$ cat src/rtl/multi_mode_dma.sv
// Multi-mode DMA between a byte-oriented memory bus and a CIM word array.
// Optional handshake watchdog with err output: define DMA_TIMEOUT_EN.
//
// Ports:
//   clk, rst (async, active-low)
//   start, mode, base_addr, num_words           transfer request
//   busy, done                                  status
//   mem_addr, mem_rd_en, mem_data_rd,
//   mem_wr_en, mem_data_wr                      memory bus
//   addr_col_cim, data_in_cim, web_cim,
//   web_done_cim, rd_cim, rd_done_cim,
//   data_out_cim                                CIM handshake
//   err                                         watchdog flag (DMA_TIMEOUT_EN)
module multi_mode_dma #(
    parameter int BUS_DATA_WIDTH = 8,
    parameter int CIM_DATA_WIDTH = 32,
    parameter int BUS_ADDR_WIDTH = 32,
    parameter int CIM_ADDR_WIDTH = 2,
    parameter int TIMEOUT_CYC    = 16
) (
    input  logic                      clk,
    input  logic                      rst,
    input  logic                      start,
    input  logic                      mode,
    input  logic [BUS_ADDR_WIDTH-1:0] base_addr,
    input  logic [CIM_ADDR_WIDTH:0]   num_words,
    output logic                      busy,
    output logic                      done,
    output logic [BUS_ADDR_WIDTH-1:0] mem_addr,
    output logic                      mem_rd_en,
    input  logic [BUS_DATA_WIDTH-1:0] mem_data_rd,
    output logic                      mem_wr_en,
    output logic [BUS_DATA_WIDTH-1:0] mem_data_wr,
    output logic [CIM_ADDR_WIDTH-1:0] addr_col_cim,
    output logic [CIM_DATA_WIDTH-1:0] data_in_cim,
    output logic                      web_cim,
    input  logic                      web_done_cim,
    output logic                      rd_cim,
    input  logic                      rd_done_cim,
    input  logic [CIM_DATA_WIDTH-1:0] data_out_cim
`ifdef DMA_TIMEOUT_EN
    ,
    output logic                      err
`endif
);

    localparam int PACK = CIM_DATA_WIDTH / BUS_DATA_WIDTH;
    localparam int BW   = $clog2(PACK + 1);
    localparam logic [CIM_ADDR_WIDTH:0] MAX_W = {1'b1, {CIM_ADDR_WIDTH{1'b0}}};
    localparam logic [CIM_ADDR_WIDTH:0] ONE_W = {{CIM_ADDR_WIDTH{1'b0}}, 1'b1};

    typedef enum logic [2:0] {
        IDLE,
        FETCH,
        CIM_WR,
        CIM_RD,
        MEM_WR,
        DONE
    } state_t;

    state_t state, state_nx;

    logic [BUS_ADDR_WIDTH-1:0] base_q;
    logic [CIM_ADDR_WIDTH:0]   num_q;
    logic [CIM_ADDR_WIDTH:0]   w_q;
    logic [BW-1:0]             beat_q;
    logic [CIM_DATA_WIDTH-1:0] buf_q;

    logic [CIM_ADDR_WIDTH:0]   num_clamp;
    logic [BUS_ADDR_WIDTH-1:0] addr_off;
    logic                      last_word;
    logic                      wd_hit;

    assign num_clamp = (num_words > MAX_W) ? MAX_W : num_words;
    assign last_word = ((w_q + ONE_W) == num_q);
    assign addr_off  = BUS_ADDR_WIDTH'(w_q) * BUS_ADDR_WIDTH'(PACK)
                     + BUS_ADDR_WIDTH'(beat_q);

    // Next state and strobes
    always_comb begin
        state_nx  = state;
        busy      = (state != IDLE);
        done      = 1'b0;
        mem_rd_en = 1'b0;
        mem_wr_en = 1'b0;
        web_cim   = 1'b0;
        rd_cim    = 1'b0;
        unique case (state)
            IDLE: begin
                if (start) begin
                    if (num_clamp == '0) state_nx = DONE;
                    else if (mode)       state_nx = CIM_RD;
                    else                 state_nx = FETCH;
                end
            end
            FETCH: begin
                // Final FETCH cycle only captures the last beat.
                if (beat_q == BW'(PACK)) state_nx = CIM_WR;
                else                     mem_rd_en = 1'b1;
            end
            CIM_WR: begin
                web_cim = 1'b1;
                if (web_done_cim) state_nx = last_word ? DONE : FETCH;
                else if (wd_hit)  state_nx = DONE;
            end
            CIM_RD: begin
                rd_cim = 1'b1;
                if (rd_done_cim)  state_nx = MEM_WR;
                else if (wd_hit)  state_nx = DONE;
            end
            MEM_WR: begin
                mem_wr_en = 1'b1;
                if (beat_q == BW'(PACK - 1))
                    state_nx = last_word ? DONE : CIM_RD;
            end
            DONE: begin
                done     = 1'b1;
                state_nx = IDLE;
            end
            default: state_nx = IDLE;
        endcase
    end

    assign mem_addr     = (mem_rd_en || mem_wr_en) ? base_q + addr_off : '0;
    assign mem_data_wr  = mem_wr_en
                        ? buf_q[CIM_DATA_WIDTH-1 -: BUS_DATA_WIDTH] : '0;
    assign data_in_cim  = buf_q;
    assign addr_col_cim = w_q[CIM_ADDR_WIDTH-1:0];

    always_ff @(posedge clk or negedge rst) begin
        if (!rst) begin
            state  <= IDLE;
            base_q <= '0;
            num_q  <= '0;
            w_q    <= '0;
            beat_q <= '0;
            buf_q  <= '0;
        end else begin
            state <= state_nx;
            unique case (state)
                IDLE: begin
                    if (start) begin
                        base_q <= base_addr;
                        num_q  <= num_clamp;
                        w_q    <= '0;
                        beat_q <= '0;
                    end
                end
                FETCH: begin
                    // Shift in from the LSB so beat 0 ends at the MSB.
                    if (beat_q != '0)
                        buf_q <= (buf_q << BUS_DATA_WIDTH)
                               | CIM_DATA_WIDTH'(mem_data_rd);
                    beat_q <= (state_nx == FETCH) ? beat_q + BW'(1) : '0;
                end
                CIM_WR: begin
                    if (web_done_cim) w_q <= w_q + ONE_W;
                end
                CIM_RD: begin
                    if (rd_done_cim) buf_q <= data_out_cim;
                end
                MEM_WR: begin
                    buf_q  <= buf_q << BUS_DATA_WIDTH;
                    beat_q <= (state_nx == MEM_WR) ? beat_q + BW'(1) : '0;
                    if (state_nx != MEM_WR) w_q <= w_q + ONE_W;
                end
                default: ;
            endcase
        end
    end

`ifdef DMA_TIMEOUT_EN
    localparam int TW = $clog2(TIMEOUT_CYC + 1);

    logic [TW-1:0] wd_q;
    logic          in_hs;
    logic          ack;

    assign in_hs  = (state == CIM_WR) || (state == CIM_RD);
    assign ack    = (state == CIM_WR) ? web_done_cim : rd_done_cim;
    assign wd_hit = in_hs && (wd_q == TW'(TIMEOUT_CYC - 1));

    always_ff @(posedge clk or negedge rst) begin
        if (!rst) begin
            wd_q <= '0;
            err  <= 1'b0;
        end else begin
            wd_q <= (in_hs && state_nx == state) ? wd_q + TW'(1) : '0;
            if (state == IDLE && start) err <= 1'b0;
            else if (wd_hit && !ack)    err <= 1'b1;
        end
    end
`else
    assign wd_hit = 1'b0;
`endif

endmodule

$ cat config.mk
export PLATFORM = sky130hd
export DESIGN_NAME = multi_mode_dma
export DESIGN_NICKNAME = d
export VERILOG_FILES = /design/src/rtl/multi_mode_dma.sv
export SDC_FILE = /design/constraint.sdc
export NUM_CORES = 1
export LEC_CHECK = 0
export BUFFER_PORTS_ARGS = -buffer_cell sky130_fd_sc_hd__buf_2
export CORE_MARGIN = 1
export CORE_UTILIZATION = 40
export CTS_BUF_LIST = sky130_fd_sc_hd__clkbuf_8
export DETAILED_ROUTE_END_ITERATION = 16
export PLACE_DENSITY = 0.8
export SYNTH_ARGS = -nofsm -noshare
export SYNTH_HDL_FRONTEND = slang
export SYNTH_SLANG_ARGS = --single-unit
$ cat constraint.sdc
create_clock -name clk -period 3.3 [get_ports clk]
set_clock_uncertainty 0.2 [all_clocks]
set_input_delay 0.66 -clock clk [delete_from_list [all_inputs] [get_ports clk]]
set_output_delay 0.66 -clock clk [all_outputs]
set_load 0.01 [all_outputs]
==> summary.md, run 1 <==
| Metric | Value |
|---|---|
| Status | finished, violations left |
| Failing checks | negative setup slack |
| First-pass GRT wire length | 18.91 mm |
| DP Wirelength | 8.471 mm |
| Seq/Total Area, Yosys | 0.4239 |
| Post-CTS Hold Fix Bufs | 0 |
| Sinks on Clock Net | 76 |
| Initial DRC Count | 293 |
| # diodes | 0 |
| GPL Wtd Cong | 0.9046 |
| WL/cell | 15.06 microns |
| Register bit count reported by yosys | 76 |
| Final WL | 11.84 mm |
| Initial antenna violation count | 0 |
| Tcrit/Tclk final | 1.118 |
| Number of nets with antenna violations after routing | 0 |
| Syn avg cell area | 9.587 sq um |
| Clock Path Buffers | 2 |
| Total of max-cap violations | 0 |
| Data arrival, critical path | 2.83 ns |
| Die ar. | 0.01164 sq mm |
| Count of TritonRoute iterations in the first routing pass | 4 |
| Post-Syn Area | 0.004487 sq mm |
| Skew-Pair Late Insertion Delay | 0.35 ns |
| Slew HR | 0.3634 |
| GR Overflow Total | 0 |
| Clock-pin slew on the worst setup and hold paths | 0.08 ns |
| Root buffer cell | clkbuf_8 |
| Largest net degree at the start of global routing | 77 |
| Vias in the first global route | 3976 |
| Critical path peak fanout | 7 |
| Count leader, synth | dfrtp_1 |
| Worst slew pin tran | 0.9549 ns |
| Post-synthesis net count | 564 |
| Critical Path Max Stage Delay | 0.55 ns |
| CP most frequent cell | inv_2 |
| Synth area leaders | dfrtp_1 (42%), mux2_2 (7.8%), o21ai_0 (6.6%), mux2i_1 (5.6%), nand2_1 (4.1%) |
| Initial Util | 0.4121 |
| Mapped Cells | 468 |
| PwrDens | 968.1 mW/mm^2 |
| Top Ports | 161 |
| Seq. cell area | 0.001902 sq mm |
| VDD IR-drop max | 472.7 uV |
| Overall Global Routing Usage | 0.2090 |
| Fmax achieved | 271.1 MHz |
| Period minus WS final | 3.689 ns |
| Crit path launch type | flop |
| Critical path endpoint category | primary output |
| Core ar. | 0.01089 sq mm |
| Fillers | 973 |
| Crit-path slowest cell | fa_1 |
| I/O Buffers | 160 |
| CP Data Required Time | 2.44 ns |
| Final setup fails | 28 |
| Row count | 38 |
| Post-synth top area share | 0.4239 |
| Synth unique cells | 51 |
| RSZ-0062 raised after global routing | true |
| Final net count | 737 |
| Clock tree from TritonCTS | built |
| H-tree levels | 3 |
| DP Worst Slack | -0.01821 ns |
| Setup slack after layout | -0.3888 ns |
| Via/cell ratio | 5.261 |
| Power Total | 5.803 mW |
| Async SR Flop Fraction | 1.000 |
| Syn-to-layout area delta | 33.60% |
| Chip Width | 107.9 microns |
| TritonCTS buffer count | 9 |
| Hold WS | 0.2310 ns |
| Layout cells sized above 1 | 0.4412 |
| Hold Crit Class | primary input to async pin |
| Warnings from Yosys | 0 |
| Yosys top cell by area | dfrtp_1 |
| Die height | 107.9 microns |
| Number of synthesized flops with an enable pin | 0 |
| Kind of critical path | flop to primary output |
| Final Max Slew Viols | 0 |
| Cell leakage power | 2.813 nW |
| Cells along the critical path | inv_2 -> fa_1 -> inv_2 -> ha_4 -> a211oi_4 -> o21ai_2 -> nand4_4 -> buf_6 -> or3_4 -> a21oi_2 -> buf_2 |
| Main flop type after synthesis | dfrtp_1 |
| Final hold vios | 0 |
| DR vias | 4135 |
| DRC viols | 0 |
| Area of the multi-input gates | 0.002566 sq mm |
| Commonest cells post-synth | dfrtp_1 (76), o21ai_0 (59), nand2_1 (49) |
[cell families after synthesis]
family,count (synthesis),synth area share
xor+xnor,21,0.04099
compound gates,104,0.1366
buf+inv,44,0.04462
fa+ha+maj,15,0.04518
flops,76,0.4239
mux,56,0.1336
simple gates,152,0.1751
[area by class of cell]
class	count	share of cell area
Multi-Input combinational cell	348	0.4281
Sequential cell	76	0.3173
Timing Repair Buffer	189	0.1762
Tap cell	140	0.02922
Clock buffer	10	0.02296
Clock inverter	6	0.01565
Inverter	17	0.01064
[routing by layer]
metal / wire, microns / vias to the layer above / global-route usage
met2: 5789 / 173 / 0.3622
met5: 0 / - / 0
met3: 862 / 22 / 0.04600
met4: 242 / 0 / 0.08513
li1: - / 1992 / -
met1: 4943 / 1948 / 0.2506
[cells in the final DEF, fill, tap and decap left out, drive strengths merged, types with 16 or more instances in the layout]
cell   Yosys  layout
a21oi     16      16
buf       14     189
dfrtp     76      76
inv       17      19
mux2      31      31
mux2i     25      25
nand2     49      49
nor2      33      33
o21ai     60      60
xor2      17      17
[through the flow]
step / cells / utilization / cell area [sq um] / TNS [ns]
global route: 786 / 0.5506 / 5995 / -9.805
global placement: 760 / 0.5079 / 5530 / 0
CTS: 785 / 0.5465 / 5951 / -6.513
detailed placement: 760 / 0.5079 / 5530 / -0.03460
finish: 786 / 0.5506 / 5995 / -6.808
floorplan: 468 / - / 4507 / 0
[power breakdown]
part / switching, mW / internal (mW)
logic: 1.71 / 1.43
registers: 0.483 / 1.36
clock network: 0.366 / 0.453
total: 2.56 / 3.24
[state kept, by name, summed over array words and instances (netlist names)]
name / cells
w_q: 3
beat_q: 3
data_in_cim: 32
num_q: 3
base_q: 32
state: 3
[final timing paths]
kind                            startpoint              end  slack, ns  cells after the start
max in group asynchronous              rst       base_q[23]       2.03                      1
max                                 w_q[0]     mem_addr[30]      -0.39                     11
min reg2reg                data_in_cim[30]  data_in_cim[30]       0.30                      2
min                                    rst       base_q[14]       0.23                      1
min in group clk           data_in_cim[30]  data_in_cim[30]       0.30                      2
max reg2reg                       state[2]       base_q[27]       0.95                      4
[critical path: cells and delay by family, from the launching register on]
kind | cells | cell delay (ns)
compound gates | 3 | 0.38
fa+ha+maj | 2 | 0.83
buf+inv | 4 | 0.41
flops | 1 | 0.36
simple gates | 2 | 0.49
[what timing repair did]
action / 4_1_cts / 5_1_grt
pin swaps: 22 / 13
endpoints found under the setup margin: 28 / 28
gates resized for setup: 39 / 7
buffers inserted: 10 / 3
No activity file was read; power rests on OpenSTA's default activity.
==> run 2, diff against run 1 <==
- CTS_BUF_LIST: sky130_fd_sc_hd__clkbuf_8 -> sky130_fd_sc_hd__clkbuf_4
- PLACE_DENSITY: 0.8 -> 0.66
==> run 2 against run 1 <==
  * The flow still finishes with violations (negative setup slack)
  * Core utilization fell by 0.54 points
  * Die area did not move
  * Critical path depth rose by 1
  * Cell area fell by 0.98%
  * Routed wire length rose by 0.85%
  * Final cell count rose by 0.51%
  * Non-clock buffer count rose by 3
  * Combinational power barely moved
  * Sequential share of layout area rose by 0.31 points
==> summary.md, run 2 (same netlist as run 1, synthesis figures left out) <==
| Metric | Value |
|---|---|
| TritonCTS buffer count | 9 (unchanged) |
| Top Ports | 161 (unchanged) |
| Via/cell ratio | 5.162 (was 5.261) |
| Logic pwr share | 0.567 (was 0.542) |
| Most common cell after layout, fill and taps aside | buf_2 (unchanged) |
| Status | finished, violations left (unchanged) |
| Syn-to-layout area delta | 32.29% (was 33.60%) |
| Post-CTS Hold Fix Bufs | 0 (unchanged) |
| H-tree levels | 3 (unchanged) |
| Worst slew pin tran | 0.9897 ns (was 0.9549 ns) |
| Clock Path Buffers | 2 (unchanged) |
| Largest net degree at the start of global routing | 77 (unchanged) |
| Die height | 107.9 microns (unchanged) |
| Setup TNS | -10.18 ns (was -6.808 ns) |
| Final setup fails | 28 (unchanged) |
| VDD IR-drop max | 521.9 uV (was 472.7 uV) |
| Crit path launch type | flop (unchanged) |
| RSZ-0062 raised after global routing | true (unchanged) |
| CP Data Required Time | 2.44 ns (about the same) |
| Count of TritonRoute iterations in the first routing pass | 4 (unchanged) |
| Reg2reg end | data_in_cim[30] (was base_q[27]) |
| Worst R2R Path Depth | 5 (was 4) |
| Slew HR | 0.3402 (was 0.3634) |
| Cell leakage power | 2.802 nW (was 2.813 nW) |
| PwrDens | 930.7 mW/mm^2 (was 968.1 mW/mm^2) |
| I/O Buffers | 160 (unchanged) |
| GPL Wtd Cong | 0.8395 (was 0.9046) |
| Layout cells sized above 1 | 0.4492 (was 0.4412) |
| Cells along the critical path | inv_2 -> fa_1 -> inv_2 -> fa_2 -> buf_4 -> buf_6 -> a21o_1 -> a21oi_2 -> buf_4 -> xnor2_2 -> nor2_1 -> buf_2 (was inv_2 -> fa_1 -> inv_2 -> ha_4 -> a211oi_4 -> o21ai_2 -> nand4_4 -> buf_6 -> or3_4 -> a21oi_2 -> buf_2) |
| Initial Util | 0.4121 (unchanged) |
| Number of nets with antenna violations after routing | 0 (unchanged) |
| Vias in the first global route | 3941 (was 3976) |
| Failing checks | negative setup slack (unchanged) |
| Critical path peak fanout | 3 (was 7) |
| Core ar. | 0.01089 sq mm (unchanged) |
| Reg2reg start | state[2] (unchanged) |
| Clock tree from TritonCTS | built (unchanged) |
| Critical path endpoint category | primary output (unchanged) |
| Internal power | 2.987 mW (was 3.240 mW) |
| Sinks on Clock Net | 76 (unchanged) |
| Data arrival, critical path | 2.96 ns (was 2.83 ns) |
| P_sw | 2.537 mW (was 2.563 mW) |
| Fmax achieved | 261.5 MHz (was 271.1 MHz) |
| Period minus WS final | 3.825 ns (was 3.689 ns) |
| Row count | 38 (unchanged) |
| WL/cell | 15.11 microns (was 15.06 microns) |
| Tcrit/Tclk final | 1.159 (was 1.118) |
| Overall Global Routing Usage | 0.2088 (was 0.2090) |
| Final net count | 741 (was 737) |
| Root buffer cell | clkbuf_4 (was clkbuf_8) |
| Hold Crit Class | primary input to async pin (unchanged) |
| Total of max-cap violations | 0 (unchanged) |
| Clock-pin slew on the worst setup and hold paths | 0.13 ns (was 0.08 ns) |
| Initial DRC Count | 188 (was 293) |
| R2R Setup Slk | 0.85 ns (was 0.95 ns) |
| Most frequent cells in the layout | buf_2 (159), dfrtp_1 (76), o21ai_0 (55), nand2_1 (48), mux2_2 (31) (was buf_2 (159), dfrtp_1 (76), o21ai_0 (52), nand2_1 (47)) |
| DP Wirelength | 8.353 mm (was 8.471 mm) |
| Skew-Pair Late Insertion Delay | 0.43 ns (was 0.35 ns) |
| Clk pwr share | 0.104 (was 0.141) |
| Die ar. | 0.01164 sq mm (unchanged) |
| Seq pwr share | 0.329 (was 0.317) |
| Initial antenna violation count | 0 (unchanged) |
| Final WL | 11.94 mm (was 11.84 mm) |
| Chip Width | 107.9 microns (unchanged) |
| Crit-path slowest cell | fa_1 (unchanged) |
| DRC viols | 0 (unchanged) |
| DR vias | 4078 (was 4135) |
| Setup slack after layout | -0.5247 ns (was -0.3888 ns) |
| Layout Utilization | 0.5452 (was 0.5506) |
| Kind of critical path | flop to primary output (unchanged) |
| # diodes | 0 (unchanged) |
| Power Total | 5.524 mW (was 5.803 mW) |
| GR Overflow Total | 0 (unchanged) |
| Net Sw Frac | 0.4593 (was 0.4417) |
| Critical Path Max Stage Delay | 0.54 ns (was 0.55 ns) |
| Final Max Slew Viols | 0 (unchanged) |
| First-pass GRT wire length | 18.98 mm (was 18.91 mm) |
| Final hold vios | 0 (unchanged) |
[run 2: cell count changes in the layout (fill, tap and decap cells not counted), sizes merged]
cell      delta
buf          +3
bufinv       -1
clkbuf       -1
clkinv       +3
clkinvlp     +1
inv          -2
nand4        +1
[run 2: worst max-delay path by stage]
stage	startpoint	endpoint	slack [ns]	cells after the start
2_1_floorplan	w_q[0]	mem_addr[27]	0.001	9
3_3_place_gp	w_q[0]	mem_addr[22]	-0.002	10
3_5_place_dp	w_q[0]	mem_addr[27]	-0.03	10
4_1_cts	beat_q[2]	mem_addr[27]	-0.50	10
5_1_grt	w_q[0]	mem_addr[5]	-0.65	12
6_report	w_q[0]	mem_addr[5]	-0.52	12
[run 2: repair_timing]
item                                    CTS  global route
cloned                                    1             0
pin swaps                                19            22
endpoints found under the hold margin     0             0
endpoints found under the setup margin   28            29
setup buffers                             6             7
gates resized for setup                  17            29
[run 2: power by group through the flow]
stage | logic, mW | registers [mW] | clock network (mW)
6_report | 3.13 | 1.82 | 0.575
2_1_floorplan | 1.94 | 1.73 | 0
3_5_place_dp | 2.92 | 1.82 | 0
4_1_cts | 3.03 | 1.81 | 0.594
3_3_place_gp | 2.85 | 1.80 | 0
5_1_grt | 3.49 | 1.89 | 0.631
[run 2: per-stage QoR]
| step | hold slack (ns) | setup slack (ns) | instance area, sq um | instances |
|---|---|---|---|---|
| after detailed placement | 0.2959 | -0.03300 | 5525 | 761 |
| after global routing | 0.2129 | -0.6536 | 5936 | 790 |
| final | 0.1652 | -0.5247 | 5936 | 790 |
| after floorplan | 0.1644 | 0.001296 | 4507 | 468 |
| after CTS | 0.1915 | -0.4959 | 5786 | 784 |
| after global placement | 0.2803 | -0.001656 | 5525 | 761 |
[run 2: critical path, delay by kind of cell, from the launching register on]
kind | cells | cell delay [ns]
buffers and inverters | 6 | 0.64
adders and majority gates | 2 | 0.95
DFF | 1 | 0.38
and+or+nand+nor | 1 | 0.06
xor gates and xnor gates | 1 | 0.11
AOI/OAI and AO/OA | 2 | 0.38
[run 2: per-layer routing]
metal  global-route usage  up-vias  wire [microns]
met2               0.3342      133            5618
met1               0.2701     1911            5425
met5                    0        -               0
li1                     -     2017               -
met3              0.04661       17             692
met4              0.09198        0             202
[run 2: layout make-up]
cell class | instances | area, sq um
inverters | 17 | 63.81
multi-input cells | 349 | 2590
clock inverters | 7 | 67.56
clock buffers | 9 | 67.56
fillers | 979 | 4952
well taps | 140 | 175.2
flip-flops and latches | 76 | 1902
repair buffers | 192 | 1070
==> run 3, diff against run 2 <==
- CORE_MARGIN: 1 -> default
- REMOVE_ABC_BUFFERS: default -> 1
==> run 3 against run 2 <==
  * The flow still finishes with violations (negative setup slack)
  * Register-to-register slack better by 0.16 ns
  * Critical path depth shrank 2
  * Combinational power about the same
==> summary.md, run 3 (same netlist as run 1, synthesis figures left out) <==
| Metric | Value |
|---|---|
| Status | finished, violations left (unchanged) |
| Failing checks | negative setup slack (unchanged) |
| Final net count | 744 (was 741) |
| Final hold vios | 0 (unchanged) |
| Critical path endpoint category | primary output (unchanged) |
| I/O Buffers | 160 (unchanged) |
| CP top delay family | adder cells (unchanged) |
| Initial antenna violation count | 0 (unchanged) |
| Seq pwr share | 0.321 (was 0.329) |
| Initial Util | 0.4121 (unchanged) |
| Non-Filler Instances | 793 (was 790) |
| GPL Wtd Cong | 0.7986 (was 0.8395) |
| Vias in the first global route | 3896 (was 3941) |
| Core ar. | 0.01089 sq mm (unchanged) |
| Cell leakage power | 2.847 nW (was 2.802 nW) |
| Clock tree from TritonCTS | built (unchanged) |
| Buf/Inv on CP | 3 (was 6) |
| PwrDens | 934.8 mW/mm^2 (was 930.7 mW/mm^2) |
| Total of max-cap violations | 0 (unchanged) |
| CP Data Required Time | 2.44 ns (about the same) |
| RSZ-0062 raised after global routing | true (unchanged) |
| Crit path launch type | flop (unchanged) |
| Die height | 107.9 microns (unchanged) |
| Clock Path Buffers | 2 (unchanged) |
| # diodes | 0 (unchanged) |
| Number of nets with antenna violations after routing | 0 (unchanged) |
| Internal power | 3.086 mW (was 2.987 mW) |
| DP Area | 0.005498 sq mm (was 0.005525 sq mm) |
| Initial DRC Count | 143 (was 188) |
| Crit-path slowest cell | fa_1 (unchanged) |
| Kind of critical path | flop to primary output (unchanged) |
| Period minus WS final | 3.757 ns (was 3.825 ns) |
| Tcrit/Tclk final | 1.138 (was 1.159) |
| Cells along the critical path | inv_2 -> fa_1 -> inv_2 -> ha_4 -> a211oi_4 -> o21ai_4 -> nand4_4 -> or3_1 -> a21oi_1 -> buf_2 (was inv_2 -> fa_1 -> inv_2 -> fa_2 -> buf_4 -> buf_6 -> a21o_1 -> a21oi_2 -> buf_4 -> xnor2_2 -> nor2_1 -> buf_2) |
| P_sw | 2.515 mW (was 2.537 mW) |
| Hold WS | 0.1520 ns (was 0.1652 ns) |
| Largest net degree at the start of global routing | 77 (unchanged) |
| Fmax achieved | 266.2 MHz (was 261.5 MHz) |
| H-tree levels | 3 (unchanged) |
| First-pass GRT wire length | 18.21 mm (was 18.98 mm) |
| Critical path peak fanout | 7 (was 3) |
| Overall Global Routing Usage | 0.2004 (was 0.2088) |
| Final WL | 11.71 mm (was 11.94 mm) |
| DP Wirelength | 8.204 mm (was 8.353 mm) |
| TritonCTS buffer count | 9 (unchanged) |
| Post-CTS Hold Fix Bufs | 0 (unchanged) |
| WL/cell | 14.76 microns (was 15.11 microns) |
| Most common cell after layout, fill and taps aside | buf_2 (unchanged) |
| Layout Utilization | 0.5503 (was 0.5452) |
| Placed insts | 760 (was 761) |
| Root buffer cell | clkbuf_4 (unchanged) |
| Most frequent cells in the layout | buf_2 (159), dfrtp_1 (76), o21ai_0 (56), nand2_1 (47), mux2_2 (31) (was buf_2 (159), dfrtp_1 (76), o21ai_0 (55), nand2_1 (48), mux2_2 (31)) |
| Final setup fails | 28 (unchanged) |
| Clk pwr share | 0.116 (was 0.104) |
| Count of TritonRoute iterations in the first routing pass | 6 (was 4) |
| CP most frequent cell | inv_2 |
| Net Sw Frac | 0.4490 (was 0.4593) |
| Via/cell ratio | 5.224 (was 5.162) |
| Hold Crit Class | primary input to async pin (unchanged) |
| Skew-Pair Late Insertion Delay | 0.41 ns (was 0.43 ns) |
| DR vias | 4143 (was 4078) |
| Die ar. | 0.01164 sq mm (unchanged) |
| DRC viols | 0 (unchanged) |
| Critical Path Max Stage Delay | 0.54 ns (about the same) |
| Post-route cell area | 0.005992 sq mm (was 0.005936 sq mm) |
| Sinks on Clock Net | 76 (unchanged) |
| Row count | 38 (unchanged) |
| Syn-to-layout area delta | 33.55% (was 32.29%) |
| GR Overflow Total | 0 (unchanged) |
| Slew HR | 0.3376 (was 0.3402) |
| Final Max Slew Viols | 0 (unchanged) |
| Top Ports | 161 (unchanged) |
| Data arrival, critical path | 2.90 ns (was 2.96 ns) |
| VDD IR-drop max | 494.7 uV (was 521.9 uV) |
| Setup slack after layout | -0.4569 ns (was -0.5247 ns) |
| Worst slew pin tran | 0.9936 ns (was 0.9897 ns) |
| Clock-pin slew on the worst setup and hold paths | 0.13 ns (about the same) |
| Layout cells sized above 1 | 0.4380 (was 0.4492) |
| Chip Width | 107.9 microns (unchanged) |
| Logic pwr share | 0.563 (was 0.567) |
## run 3: layout make-up
| type | instances | area [sq um] |
|---|---|---|
| fill | 963 | 4896 |
| multi-input combinational | 349 | 2576 |
| sequential | 76 | 1902 |
| timing repair buffer | 195 | 1111 |
| tap | 140 | 175.2 |
| clock inverter | 6 | 88.84 |
| clock buffer | 10 | 75.07 |
| inverter | 17 | 63.81 |
## run 3: power groups by stage
stage	clock network, mW	logic (mW)	registers, mW
after global placement	0	2.83	1.78
final	0.648	3.15	1.80
after global routing	0.716	3.47	1.87
after CTS	0.674	3.07	1.79
after detailed placement	0	2.90	1.80
after floorplan	0	1.78	1.79
## run 3: final timing paths
path	slack (ns)	from	cells past startpoint	endpoint
setup / recovery	-0.46	beat_q[2]	10	mem_addr[22]
hold / removal	0.15	rst	1	base_q[9]
setup reg to reg	1.01	state[0]	4	base_q[13]
hold reg to reg	0.32	data_in_cim[8]	2	data_in_cim[8]
max in group asynchronous	2.06	rst	1	base_q[3]
min in group clk	0.26	base_addr[22]	3	base_q[22]
## run 3: what timing repair did
| item | in CTS | in global routing |
|---|---|---|
| gates resized for setup | 27 | 22 |
| pin swaps | 22 | 12 |
| cloned | 1 | 0 |
| endpoints found under the setup margin | 29 | 29 |
| setup buffers | 13 | 5 |
## run 3: metal layers
layer	GRT usage	vias to the layer above	part of all wire
met3	0.05266	8	0.073
met1	0.2479	1969	0.43
met2	0.3411	155	0.49
li1	-	2011	-
met4	0.06164	0	0.0077
met5	0	-	0
## run 3: stage by stage
step	TNS [ns]	power, mW	setup WS, ns
2_1_floorplan	-10.51	3.569	-0.2975
4_1_cts	-10.50	5.532	-0.4895
3_3_place_gp	-0.4736	4.606	-0.09451
5_1_grt	-14.47	6.058	-0.6246
6_report	-9.813	5.601	-0.4569
3_5_place_dp	-0.9921	4.695	-0.1160
